`config.mk`:
```
export PLATFORM = sky130hd
export DESIGN_NAME = div_nr_flat
export DESIGN_NICKNAME = d
export VERILOG_FILES = /design/src/rtl/div_pkg.sv /design/src/rtl/div_nr_if.sv /design/src/rtl/cla.sv /design/src/rtl/div_step.sv /design/src/rtl/div_nr.sv /design/src/flat_wrapper.sv
export SDC_FILE = /design/constraint.sdc
export NUM_CORES = 1
export LEC_CHECK = 0
export ABC_AREA = 1
export BUFFER_PORTS_ARGS = -buffer_cell sky130_fd_sc_hd__buf_2
export CAP_MARGIN = 20
export CORE_ASPECT_RATIO = 1.4
export CORE_MARGIN = 1.5
export CORE_UTILIZATION = 55
export DETAILED_ROUTE_END_ITERATION = 10
export PLACE_DENSITY = 0.8
export SLEW_MARGIN = 25
export SYNTH_ARGS = -nofsm -noshare
export SYNTH_HDL_FRONTEND = slang
export SYNTH_SLANG_ARGS = --single-unit
export TNS_END_PERCENT = 100
```
`constraint.sdc`:
```
create_clock -name clk_i -period 5.38 [get_ports clk_i]
set_input_delay 0.538 -clock clk_i [delete_from_list [all_inputs] [get_ports clk_i]]
set_output_delay 0.538 -clock clk_i [all_outputs]
set_load 0.02 [all_outputs]
```
`src/rtl/div_pkg.sv`:
```
// div_pkg: shared FSM encoding and sizing helpers for the non-restoring divider.
package div_pkg;
  typedef enum logic [1:0] {IDLE, CALC, FIX, DONE} state_t;
  localparam int QMAX_W = 64;
  function automatic int cnt_w(input int w);
    return $clog2(w);
  endfunction
  function automatic logic [QMAX_W-1:0] dbz_q(input int w);
    return {QMAX_W{1'b1}} >> (QMAX_W - w);
  endfunction
endpackage

```
`src/rtl/div_nr_if.sv`:
```
// div_nr_if: operand/result handshakes of div_nr; signed_i exists only with DIV_SIGNED_EN.
interface div_nr_if #(parameter int A_DW = 16, parameter int B_DW = 8);
  logic            valid_i, ready_o, valid_o, ready_i, dbz_o;
  logic [A_DW-1:0] a_i, q_o;
  logic [B_DW-1:0] b_i, r_o;
`ifdef DIV_SIGNED_EN
  logic            signed_i;
`endif
  modport slave (
    input valid_i, a_i, b_i, ready_i,
`ifdef DIV_SIGNED_EN
    input signed_i,
`endif
    output ready_o, valid_o, q_o, r_o, dbz_o
  );
  modport master (
    output valid_i, a_i, b_i, ready_i,
`ifdef DIV_SIGNED_EN
    output signed_i,
`endif
    input ready_o, valid_o, q_o, r_o, dbz_o
  );
endinterface

```
`src/rtl/cla.sv`:
```
// cla: W-bit carry-lookahead adder built from generate/propagate terms.
module cla #(parameter int W = 9) (
  input  logic [W-1:0] i_a,
  input  logic [W-1:0] i_b,
  input  logic         i_c,
  output logic [W-1:0] o_s
);
  logic [W-1:0] w_g, w_p, w_c;
  assign w_g = i_a & i_b;
  assign w_p = i_a ^ i_b;
  always_comb begin
    w_c[0] = i_c;
    for (int k = 0; k < W - 1; k++) w_c[k+1] = w_g[k] | (w_p[k] & w_c[k]);
  end
  assign o_s = w_p ^ w_c;
endmodule

```
`src/rtl/div_step.sv`:
```
// div_step: one non-restoring iteration on a (B_DW+1)-bit signed partial remainder.
module div_step #(parameter int B_DW = 8) (
  input  logic [B_DW:0]   i_p,
  input  logic [B_DW-1:0] i_d,
  input  logic            i_bit,
  output logic [B_DW:0]   o_p,
  output logic            o_q
);
  logic [B_DW:0] w_sh, w_op;
  assign w_sh = {i_p[B_DW-1:0], i_bit};
  // intermediate shift may wrap; the add/sub result always fits back in range
  assign w_op = i_p[B_DW] ? {1'b0, i_d} : ~{1'b0, i_d};
  cla #(.W(B_DW + 1)) u_cla (.i_a(w_sh), .i_b(w_op), .i_c(~i_p[B_DW]), .o_s(o_p));
  assign o_q = ~o_p[B_DW];
endmodule

```
`src/rtl/div_nr.sv`:
```
// div_nr: sequential radix-2 non-restoring divider, one quotient bit per cycle.
// DIV_SIGNED_EN adds signed_i and two's-complement sign fixup in FIX.
module div_nr import div_pkg::*; #(
  parameter int A_DW = 16,
  parameter int B_DW = 8
) (
  input logic       clk_i,
  input logic       rst_i,
  div_nr_if.slave   bus
);
  localparam int CW = cnt_w(A_DW);
  localparam logic [A_DW-1:0] DBZ_Q = A_DW'(dbz_q(A_DW));
  state_t          r_state, w_nxt;
  logic            r_ready, r_dbz;
  logic [CW-1:0]   r_cnt;
  logic [A_DW-1:0] r_q, w_amag, w_qf;
  logic [B_DW:0]   r_p, w_p, w_rem, w_rf;
  logic [B_DW-1:0] r_d, w_bmag;
  logic            w_qb, w_acc, w_zero, w_sa, w_sb;
`ifdef DIV_SIGNED_EN
  logic            r_nq, r_nr;
  assign w_sa = bus.signed_i & bus.a_i[A_DW-1];
  assign w_sb = bus.signed_i & bus.b_i[B_DW-1];
  assign w_qf = r_nq ? -r_q : r_q;
  assign w_rf = r_nr ? -w_rem : w_rem;
  always_ff @(posedge clk_i) begin
    if (rst_i) begin
      r_nq <= 1'b0;
      r_nr <= 1'b0;
    end else if (w_acc) begin
      r_nq <= w_sa ^ w_sb;
      r_nr <= w_sa;
    end
  end
`else
  assign w_sa = 1'b0;
  assign w_sb = 1'b0;
  assign w_qf = r_q;
  assign w_rf = w_rem;
`endif
  assign w_amag = w_sa ? -bus.a_i : bus.a_i;
  assign w_bmag = w_sb ? -bus.b_i : bus.b_i;
  assign w_acc  = r_ready & bus.valid_i;
  assign w_zero = bus.b_i == '0;
  assign w_rem  = r_p[B_DW] ? r_p + {1'b0, r_d} : r_p;
  always_comb begin
    w_nxt = (r_state == IDLE) ? (w_acc ? (w_zero ? DONE : CALC) : IDLE) :
            (r_state == CALC) ? ((r_cnt == '0) ? FIX : CALC) :
            (r_state == FIX)  ? DONE :
            (bus.ready_i ? IDLE : DONE);
  end
  div_step #(.B_DW(B_DW)) u_step (
    .i_p(r_p), .i_d(r_d), .i_bit(r_q[A_DW-1]), .o_p(w_p), .o_q(w_qb)
  );
  // r_q shifts dividend bits out of the top while quotient bits enter at the bottom
  always_ff @(posedge clk_i) begin
    if (rst_i) begin
      r_state <= IDLE;
      r_ready <= 1'b0;
      r_dbz   <= 1'b0;
      r_cnt   <= '0;
      r_q     <= '0;
      r_p     <= '0;
      r_d     <= '0;
    end else begin
      r_state <= w_nxt;
      r_ready <= w_nxt == IDLE;
      if (w_acc) begin
        r_dbz <= w_zero;
        r_d   <= w_bmag;
        r_cnt <= CW'(A_DW - 1);
        r_q   <= w_zero ? DBZ_Q : w_amag;
        r_p   <= w_zero ? {1'b0, bus.a_i[B_DW-1:0]} : '0;
      end else if (r_state == CALC) begin
        r_p   <= w_p;
        r_q   <= {r_q[A_DW-2:0], w_qb};
        r_cnt <= r_cnt - 1'b1;
      end else if (r_state == FIX) begin
        r_q <= w_qf;
        r_p <= w_rf;
      end
    end
  end
  assign bus.ready_o = r_ready;
  assign bus.valid_o = r_state == DONE;
  assign bus.q_o     = r_q;
  assign bus.r_o     = r_p[B_DW-1:0];
  assign bus.dbz_o   = r_dbz;
endmodule

```
`src/flat_wrapper.sv`:
```
// flat-port wrapper written by rule: the top's interface ports become plain ports
module div_nr_flat import div_pkg::*;
#(
  parameter int A_DW = 16,
  parameter int B_DW = 8
)
  (clk_i, rst_i, bus_valid_i, bus_a_i, bus_b_i, bus_ready_i, bus_ready_o, bus_valid_o, bus_q_o, bus_r_o, bus_dbz_o);
  div_nr_if #(.A_DW(A_DW), .B_DW(B_DW)) bus_i ();
  input logic clk_i;
  input logic rst_i;
  input wire logic [$bits(bus_i.valid_i)-1:0] bus_valid_i;
  input wire logic [$bits(bus_i.a_i)-1:0] bus_a_i;
  input wire logic [$bits(bus_i.b_i)-1:0] bus_b_i;
  input wire logic [$bits(bus_i.ready_i)-1:0] bus_ready_i;
  output wire logic [$bits(bus_i.ready_o)-1:0] bus_ready_o;
  output wire logic [$bits(bus_i.valid_o)-1:0] bus_valid_o;
  output wire logic [$bits(bus_i.q_o)-1:0] bus_q_o;
  output wire logic [$bits(bus_i.r_o)-1:0] bus_r_o;
  output wire logic [$bits(bus_i.dbz_o)-1:0] bus_dbz_o;
  assign bus_i.valid_i = bus_valid_i;
  assign bus_i.a_i = bus_a_i;
  assign bus_i.b_i = bus_b_i;
  assign bus_i.ready_i = bus_ready_i;
  assign bus_ready_o = bus_i.ready_o;
  assign bus_valid_o = bus_i.valid_o;
  assign bus_q_o = bus_i.q_o;
  assign bus_r_o = bus_i.r_o;
  assign bus_dbz_o = bus_i.dbz_o;
  div_nr #(.A_DW(A_DW), .B_DW(B_DW)) u_core (.clk_i(clk_i), .rst_i(rst_i), .bus(bus_i));
endmodule
```
==> results of run 1 <==
## final cells by class
class | instances | area share
repair buffers | 55 | 0.0929
multi-input cells | 246 | 0.498
well taps | 64 | 0.0268
flip-flops and latches | 41 | 0.275
inverters | 63 | 0.0799
clock buffers | 6 | 0.0243
clock inverters | 2 | 0.00335
## worst max-delay path by stage
| stage | from | end | slack [ns] | depth (start not counted) |
|---|---|---|---|---|
| after global routing | u_core.r_p[8] | u_core.r_p[7] | 0.84 | 12 |
| final | u_core.r_p[8] | u_core.r_p[7] | 1.00 | 12 |
| after detailed placement | u_core.r_p[8] | u_core.r_p[7] | 1.04 | 12 |
| after global placement | u_core.r_p[8] | u_core.r_p[7] | 1.16 | 12 |
| after CTS | u_core.r_p[8] | u_core.r_p[7] | 1.02 | 12 |
| after floorplan | u_core.r_p[8] | u_core.r_p[7] | 1.47 | 13 |
## through the flow
stage	std cells	util	setup slack [ns]	hold slack (ns)	instance area [um2]
5_1_grt	477	0.622	0.840	0.492	2990
6_report	477	0.622	1.00	0.464	2990
4_1_cts	477	0.622	1.02	0.465	2990
2_1_floorplan	378	-	1.47	0.488	2740
3_3_place_gp	469	0.605	1.16	0.450	2910
3_5_place_dp	469	0.605	1.04	0.453	2910
## cells by family (layout without fill, tap and decap cells)
family / Yosys count / in the layout / synth area share
compound gates: 107 / 107 / 0.223
simple gates: 110 / 110 / 0.175
xor+xnor: 8 / 8 / 0.0284
fa+ha+maj: 21 / 21 / 0.118
flops: 41 / 41 / 0.300
buf+inv: 91 / 126 / 0.156
## critical path, delay by kind of cell (launching register included)
family	cells	cell delay, ns
adders and majority gates	7	2.87
DFF	1	0.72
and+or+nand+nor	3	0.40
xor gates and xnor gates	1	0.20
AOI/OAI and AO/OA	1	0.12
## registers in the layout, indices dropped and copies added, names as in the netlist
signal and count:
u_core.r_d 8, u_core.bus.q_o 16, u_core.r_cnt 4, u_core.r_p 9, u_core.r_state 2, u_core.bus.ready_o 1, u_core.bus.dbz_o 1
## report_power, final
| part | switching, uW | internal (uW) |
|---|---|---|
| sequential | 33.8 | 343 |
| combinational | 189 | 111 |
| clock | 110 | 90.0 |
| total | 333 | 544 |
## placed cells by master, fill, tap and decap left out, types with 8 or more instances in the layout
cell type	instances
inv_1	60
nand2_1	57
a31oi_1	9
dfxtp_1	41
ha_1	13
a21oi_1	26
nand3_1	21
o21ai_0	48
nor2_1	18
fa_1	8
buf_2	54
## per-layer routing
metal  GRT usage  routed length [um]  share of wire  up-vias
met5           0                   0              0        -
met4       0.115                 148          0.022        0
met3      0.0338                 218          0.033       13
met2       0.472                3530           0.54       53
met1       0.279                2690           0.41     1210
li1            -                   -              -     1301
==> run metrics, run 1 <==
clock skew a little over 0.007 ns; final hold vios 0; Critical R2R Capture u_core.r_p[7]; CTS tree done; number of max-cap violations 0; Reg2Reg Launch Point u_core.r_p[8]; Routed WL 6590 um; unrepaired setup endpoints after global routing false; CP max stage delay 0.72 ns; fin nets approximately 460; final setup fails 0; core area between 0.004 and 0.005 mm2; CTS Buf Count 5; DR WL/cell 13.8 um; Fillers 472; antenna fix cells 0; crit end category register; outcome finished clean; GRT Resource Usage Total 0.251; IO Count 55; Seq/Total Area, Yosys 0.300; global-route wire length before repair between 10000 and 15000 um; Sinks on Clock Net 41; Syn Nets 427; mapped cell area between 0.002 and 0.003 mm2; cts hold-fix bufs 0; CTS H-tree lvls 2; top-count cell post-synth inv_1; hold path cells 2; kind of critical path register to register; DRC viols 0; Final Max Slew Viols 0; Initial DRC Count roughly 130; Hold Startpoint u_core.bus.dbz_o; Area Growth Syn to Fin 9.29%; FF/Latch Area between 800 and 900 um2; DIE WIDTH approximately 63 um; Max VDD drop between 0.2 and 0.25 mV; slowest CP cell dfxtp_1; main flop type after synthesis dfxtp_1; final period utilization 0.814; root buffer cell clkbuf_8; commonest cells in the netlist 60 x inv_1, 57 x nand2_1, 48 x o21ai_0, 41 x dfxtp_1, 26 x a21oi_1; area occupied by multi-input gates ~0.0015 mm2; GRT Residual Overflow 0; vias in the first global route between 2000 and 2500; WP data required approximately 5.6 ns; Via density 5.40; Mean Syn Cell Area about 7.2 um2; startpoint types register; Ys Warns 0; Reg2Reg Depth 12; CTS clk-pin slew, worst paths roughly 0.08 ns; share of cells above drive strength 1 0.199; critical path, cell by cell xor2_1, fa_1, fa_1, fa_1, fa_1, fa_1, fa_1, fa_1, or2_2, nand2_1, nand2_1, a21oi_1; die height ~86 um; GPL Wtd Cong just under 0.9; Post-CTS Setup Inserts 0; Sum Neg Setup Slack 0 ns; Worst Hold End u_core.bus.dbz_o; post-layout total power ~880 uW; flop and latch count out of synthesis 41; CTS resizes 0; synth unique cells 37; DP HPWL ~4800 um; initial antenna violation count 0; initial core utilization 0.569; leading area contributor after synthesis dfxtp_1; Mapped Cells 378; CTS max path bufs 2; Max transition margin 0.431; fmax 228 MHz; Row Count 30; pwr/cell area 293 mW/mm2; largest net degree at the start of global routing 41; leakage around 0.0015 uW; Most common cell on crit path fa_1; die area 0.00541 mm2; R2R setup slack 1.00 ns; Critical Path AT 4.61 ns; Area contributors post-synth dfxtp_1 30%, o21ai_0 8.8%, inv_1 8.2%, nand2_1 7.8%, ha_1 5.9%; ANT nets after route 0; final period demand of the worst path 4.38 ns; number of synthesized flops with an enable pin 0; crit-path max FO 12; worst skew pair latency 0.30 ns; Slew @ Worst Pin 0.853 ns; HP Class register to register; via count ~2600; IO buf count 54; Yosys top cell area share 0.300; Pre-Repair DR Iteration Count 5; Synth async-reset ratio 0
(Power assumes the default switching activity.)
==> inputs of run 2 (changes only) <==
Settings changed: ABC_AREA 1 to 0, CORE_UTILIZATION 55 to 49, PLACE_DENSITY 0.8 to 0.76.
Clock period 5.38 ns to 3.56 ns, I/O delays scaled along.
==> run 2 against run 1 <==
  * The run now ends with negative setup slack left
  * Non-clock buffer count grew 9
  * Combinational power increased by 34%
  * Sequential share of layout area shrank 0.18 points
  * Via count is 11% lower
  * Clock skew rose by 0.0030 ns
  * Sequential cell count stayed put
  * Maximum frequency rose by 14%
  * Worst setup slack worse by 1.3 ns
  * Clock power grew 99%
  * Global-route usage shrank 1.7 points
  * Worst hold slack got worse by 0.16 ns
  * Synthesized cell count decreased by 21%
==> run metrics, run 2 <==
Ys Warns 0 (unchanged); crit end category register; Sum Neg Setup Slack -0.654 ns (-0.654 ns); commonest cells after routing, fill and taps aside 54 x buf_2, 39 x dfxtp_1, 33 x nor2_1; fin nets 391 (-15%); flop and latch count out of synthesis 41 (unchanged); root buffer cell clkbuf_8; CTS H-tree lvls 2 (unchanged); Area contributors post-synth dfxtp_1 32%, mux2i_1 6.6%, ha_1 6.3%, fa_1 6.2%, a21oi_1 5.1%; number of max-cap violations 0 (unchanged); clock skew 0.0101 ns (+0.00297 ns); CP Buf/Inv Count 0 (unchanged); failing checks negative setup slack; via count 2282 (-11%); die height 88.7 um (+2.6%); vias in the first global route 2197 (-8.2%); Yosys top cell area share 0.319 (+0.0193); CTS tree done; kind of critical path register to register; Via density 5.58 (+3.3%); fmax 261 MHz (+14%); Area Growth Syn to Fin 17.4%; GPL Wtd Cong 0.915 (+5.7%); initial antenna violation count 0 (unchanged); CTS max path bufs 2 (unchanged); final setup fails 3 (+3); Syn Nets 346 (-19%); Max VDD drop 0.419 mV (+92%); CTS clk-pin slew, worst paths 0.08 ns (about the same); initial core utilization 0.502 (-0.0673); IO buf count 54 (unchanged); Final Max Slew Viols 0 (unchanged); antenna fix cells 0 (unchanged); ANT nets after route 0 (unchanged); largest net degree at the start of global routing 42 (+2.4%); final period demand of the worst path 3.83 ns (-0.549 ns); DRC viols 0 (unchanged); synth unique cells 45 (+22%); non-filler cells, final 409 (-14%); leading area contributor after synthesis dfxtp_1; unrepaired setup endpoints after global routing true; Mapped Cells 297 (-21%); Slew @ Worst Pin 0.829 ns (-0.0246 ns); pwr/cell area 446 mW/mm2 (+52%); CTS Buf Count 5 (unchanged); Max transition margin 0.448 (+0.0171); cts hold-fix bufs 0 (unchanged); leakage 0.00133 uW (-13%); DR WL/cell 15.4 um (+11%); startpoint types register; DP HPWL 4640 um (-3.6%); Seq/Total Area, Yosys 0.319 (+0.0193); Sinks on Clock Net 41 (unchanged); crit-path max FO 2 (-10); global-route wire length before repair 10300 um (-3.9%); GRT Resource Usage Total 0.234 (-0.0173); main flop type after synthesis dfxtp_1; die area 0.00569 mm2 (+5.2%); CP max stage delay 0.36 ns (-0.36 ns); top-count cell post-synth dfxtp_1; Top Family by Delay on Critical Path adder cells; # placed instances 401 (-14%); Post-CTS Setup Inserts 0 (unchanged); Most common cell on crit path fa_2; number of synthesized flops with an enable pin 0 (unchanged); HP Class primary input to register; Fillers 490 (+3.8%); max reg flops 16 (unchanged); core area 0.00512 mm2 (+6.6%); WP data required 3.76 ns (-1.86 ns); commonest cells in the netlist 41 x dfxtp_1, 33 x nor2_1, 31 x nand2_1, 26 x a21oi_1, 17 x mux2i_1; Critical Path AT 4.02 ns (-0.59 ns); slowest CP cell fa_2; worst skew pair latency 0.30 ns (about the same); IO Count 55 (unchanged); Synth async-reset ratio 0 (unchanged); GRT Residual Overflow 0 (unchanged); commonest non-fill, non-tap cell in the layout buf_2; Routed WL 6290 um (-4.6%); outcome finished with violations; final period utilization 1.08 (+0.262); mapped cell area 0.00257 mm2 (-6.0%); Row Count 31 (+3.3%); critical path, cell by cell xor2_2, fa_2, fa_2, fa_2, fa_2, fa_2, fa_2, fa_2, xor2_2, nand2_1, o211ai_1, o21a_1, o41ai_2; Mean Syn Cell Area 8.65 um2 (+20%); share of cells above drive strength 1 0.268 (+0.0697); Pre-Repair DR Iteration Count 5 (unchanged); DIE WIDTH 64.2 um (+2.6%); Initial DRC Count 111 (-17%); final worst setup slack -0.268 ns (-1.27 ns); final hold vios 0 (unchanged)
[run 2: cell count changes in the layout (fill, tap and decap cells not counted), sizes merged, moves of 17 or more]
cell    delta
inv       -49
o21ai     -40
mux2i     +17
a211oi    +19
nand3     -20
nand2     -27
[run 2: worst min-delay path: stages]
cell	delay, ns
buf_2	0.11
nand2_1	0.05
a21oi_1	0.05
[run 2: worst paths after layout]
kind,startpoint,cells after the start,endpoint,slack [ns]
worst max register to register,u_core.r_d[1],13,u_core.r_p[8],-0.27
worst min register to register,u_core.bus.dbz_o,2,u_core.bus.dbz_o,0.50
worst min-delay path,bus_b_i[0],3,u_core.r_d[0],0.31
worst max-delay path,u_core.r_d[1],13,u_core.r_p[8],-0.27
[run 2: through the flow]
stage / setup WS (ns) / area (um2) / power [uW] / utilization / hold WS [ns]
final: -0.268 / 3020 / 1350 / 0.589 / 0.308
after global routing: -0.452 / 3020 / 1420 / 0.589 / 0.290
after CTS: -0.260 / 3020 / 1350 / 0.589 / 0.298
after detailed placement: -0.295 / 2890 / 956 / 0.564 / 0.488
after global placement: -0.188 / 2890 / 947 / 0.564 / 0.476
after floorplan: -0.352 / 2630 / 851 / - / 0.464
[run 2: layout make-up]
type | count | area (um2) | area share
tap | 66 | 82.6 | 0.0274
timing repair buffer | 64 | 345 | 0.114
sequential | 41 | 823 | 0.273
multi-input combinational | 216 | 1590 | 0.528
clock buffer | 6 | 82.6 | 0.0274
inverter | 14 | 52.6 | 0.0174
clock inverter | 2 | 37.5 | 0.0124
[run 2: logic make-up after synthesis]
family,count (synthesis),synth area share
AOI/OAI and AO/OA,82,0.214
xor gates and xnor gates,19,0.0648
adders and majority gates,21,0.126
buffers and inverters,40,0.0759
DFF,41,0.319
muxes,17,0.0662
and+or+nand+nor,77,0.134
[run 2: where the power goes]
part / internal [uW] / switching [uW] / total, uW
clock network: 228 / 171 / 399
registers: 504 / 40.3 / 544
logic: 171 / 232 / 403
[run 2: layer usage]
metal	GRT usage	part of all wire	wire, um	up-vias
met4	0.0870	0.023	146	0
met5	0	0	0	-
met1	0.275	0.41	2580	1082
met2	0.430	0.53	3310	71
met3	0.0331	0.039	247	15
li1	-	-	-	1114
[run 2: timing repair]
action / in CTS / in global routing
endpoints found under the setup margin: 3 / 3
pin swaps: 0 / 1
resized for setup: 2 / 1
==> inputs of run 3 (changes only) <==
Clock period 3.56 ns to 3.48 ns, I/O delays scaled along.
==> run 3 against run 2 <==
  * The run still ends with negative setup slack left
  * Maximum frequency barely moved
  * Core utilization is 0.39 points higher
  * Global-route usage rose by 0.33 points
  * Clock power fell by 5.0%
  * Largest cell class unchanged
  * Largest power group unchanged
  * Highest routed layer unchanged
==> run metrics, run 3 (synthesized netlist as in run 2, its figures left out) <==
outcome finished with violations; failing checks negative setup slack; CTS clk-pin slew, worst paths 0.09 ns (about the same); number of max-cap violations 0 (unchanged); Most common cell on crit path fa_2; DIE WIDTH 64.2 um (unchanged); pwr/cell area 447 mW/mm2 (+0.12%); share of cells above drive strength 1 0.281 (+0.0129); Initial DRC Count 91 (-18%); Sum Neg Setup Slack -0.824 ns (-0.170 ns); Reg2Reg Launch Point u_core.r_p[8]; leakage 0.00134 uW (+1.1%); Via density 5.60 (+0.30%); IO Count 55 (unchanged); critical path, cell by cell xor2_2, fa_2, fa_2, fa_2, fa_2, fa_2, fa_2, fa_2, xor2_2, buf_4, xnor2_2, mux2i_1, a211oi_1; final setup fails 3 (unchanged); die area 0.00569 mm2 (unchanged); fin area 0.00304 mm2 (+0.66%); Row Count 31 (unchanged); IO buf count 54 (unchanged); Critical R2R Capture u_core.bus.q_o[0]; DRC viols 0 (unchanged); cts hold-fix bufs 0 (unchanged); slowest CP cell fa_2; CTS Buf Count 5 (unchanged); Top Family by Delay on Critical Path adder cells; R2R setup slack -0.35 ns (-0.08 ns); Post-CTS Setup Inserts 0 (unchanged); die height 88.7 um (unchanged); Worst Hold End u_core.r_d[6]; largest net degree at the start of global routing 26 (-38%); ANT nets after route 0 (unchanged); Area Growth Syn to Fin 18.2%; crit end category register; HP Class primary input to register; hold path cells 3 (unchanged); WP data required 3.70 ns (-0.06 ns); commonest cells after routing, fill and taps aside 54 x buf_2, 39 x dfxtp_1, 32 x nor2_1; Max VDD drop 0.247 mV (-41%); DR WL/cell 15.3 um (-0.28%); Slew @ Worst Pin 0.598 ns (-0.231 ns); clock skew 0.0147 ns (+0.00457 ns); Routed WL 6300 um (+0.21%); kind of critical path register to register; grt met2 use 0.422 (-0.00758); Hold Startpoint bus_b_i[6]; vias in the first global route 2264 (+3.0%); GRT Resource Usage Total 0.237 (+0.00328); root buffer cell clkbuf_8; fmax 261 MHz (about the same); max reg flops 16 (unchanged); final period demand of the worst path 3.83 ns (+0.00338 ns); Reg2Reg Depth 13 (unchanged); Critical Path AT 4.05 ns (+0.03 ns); CP max stage delay 0.37 ns (about the same); CP Buf/Inv Count 1 (+1); crit-path max FO 3 (+1); antenna fix cells 0 (unchanged); CTS tree done; CTS H-tree lvls 2 (unchanged); startpoint types register; final worst setup slack -0.352 ns (-0.0834 ns); global-route wire length before repair 10400 um (+0.20%); final period utilization 1.10 (+0.0257); GPL Wtd Cong 0.939 (+2.6%); Final Max Slew Viols 0 (unchanged); final hold vios 0 (unchanged); initial antenna violation count 0 (unchanged); DP HPWL 4700 um (+1.3%); core area 0.00512 mm2 (unchanged); worst skew pair latency 0.30 ns (about the same); placed cell area 0.00291 mm2 (+0.78%); unrepaired setup endpoints after global routing true; Pre-Repair DR Iteration Count 4 (-1); M1 GR Usage 0.278 (+0.00261); Max transition margin 0.591 (+0.144); via count 2300 (+0.79%); Sinks on Clock Net 41 (unchanged); initial core utilization 0.502 (unchanged); CTS max path bufs 2 (unchanged); fin nets 394 (+0.77%); post-layout total power 1360 uW (+0.78%); GRT Residual Overflow 0 (unchanged); GR Layer Usage met3 0.0331 (unchanged); Top Usage Layer GRT met2; commonest non-fill, non-tap cell in the layout buf_2
[run 3: per-layer routing]
layer,vias to the layer above,wire (um)
met3,14,286
li1,1120,-
met4,0,189
met1,1097,2520
met5,-,0
met2,69,3310
[run 3: report_power, final]
part	switching, uW	total, uW	internal [uW]
clock network	170	379	209
registers	42.0	557	515
logic	240	421	181
total	452	1360	905
[run 3: worst min-delay path, stage by stage]
cell and delay [ns]:
buf_2 0.11, nand2_1 0.05, a21oi_1 0.05
[run 3: per-stage QoR]
stage / cells / utilization / setup slack [ns] / hold slack [ns]
global route: 411 / 0.593 / -0.446 / 0.302
detailed placement: 404 / 0.568 / -0.310 / 0.484
floorplan: 297 / - / -0.432 / 0.464
finish: 411 / 0.593 / -0.352 / 0.303
CTS: 411 / 0.592 / -0.324 / 0.295
global placement: 404 / 0.568 / -0.271 / 0.468
[run 3: cell type report]
class                   instances  area, um2
multi-input cells             216       1610
inverters                      14       52.6
clock inverters                 2       35.0
well taps                      66       82.6
clock buffers                   5       68.8
repair buffers                 67        368
fillers                       508       2080
flip-flops and latches         41        823
[run 3: how the worst max path moves through the flow]
stage,cells after the start,start,endpoint,slack [ns]
floorplan,15,u_core.r_p[8],u_core.r_p[8],-0.43
global placement,13,u_core.r_d[1],u_core.r_p[8],-0.27
detailed placement,13,u_core.r_d[1],u_core.bus.q_o[0],-0.31
CTS,13,u_core.r_d[1],u_core.bus.q_o[0],-0.32
global route,13,u_core.r_p[8],u_core.r_p[8],-0.45
finish,13,u_core.r_p[8],u_core.bus.q_o[0],-0.35
[run 3: timing repair]
action | CTS | global route
endpoints found under the setup margin | 3 | 3
pin swaps | 1 | 1
cloned | 0 | 0
gates resized for setup | 4 | 2
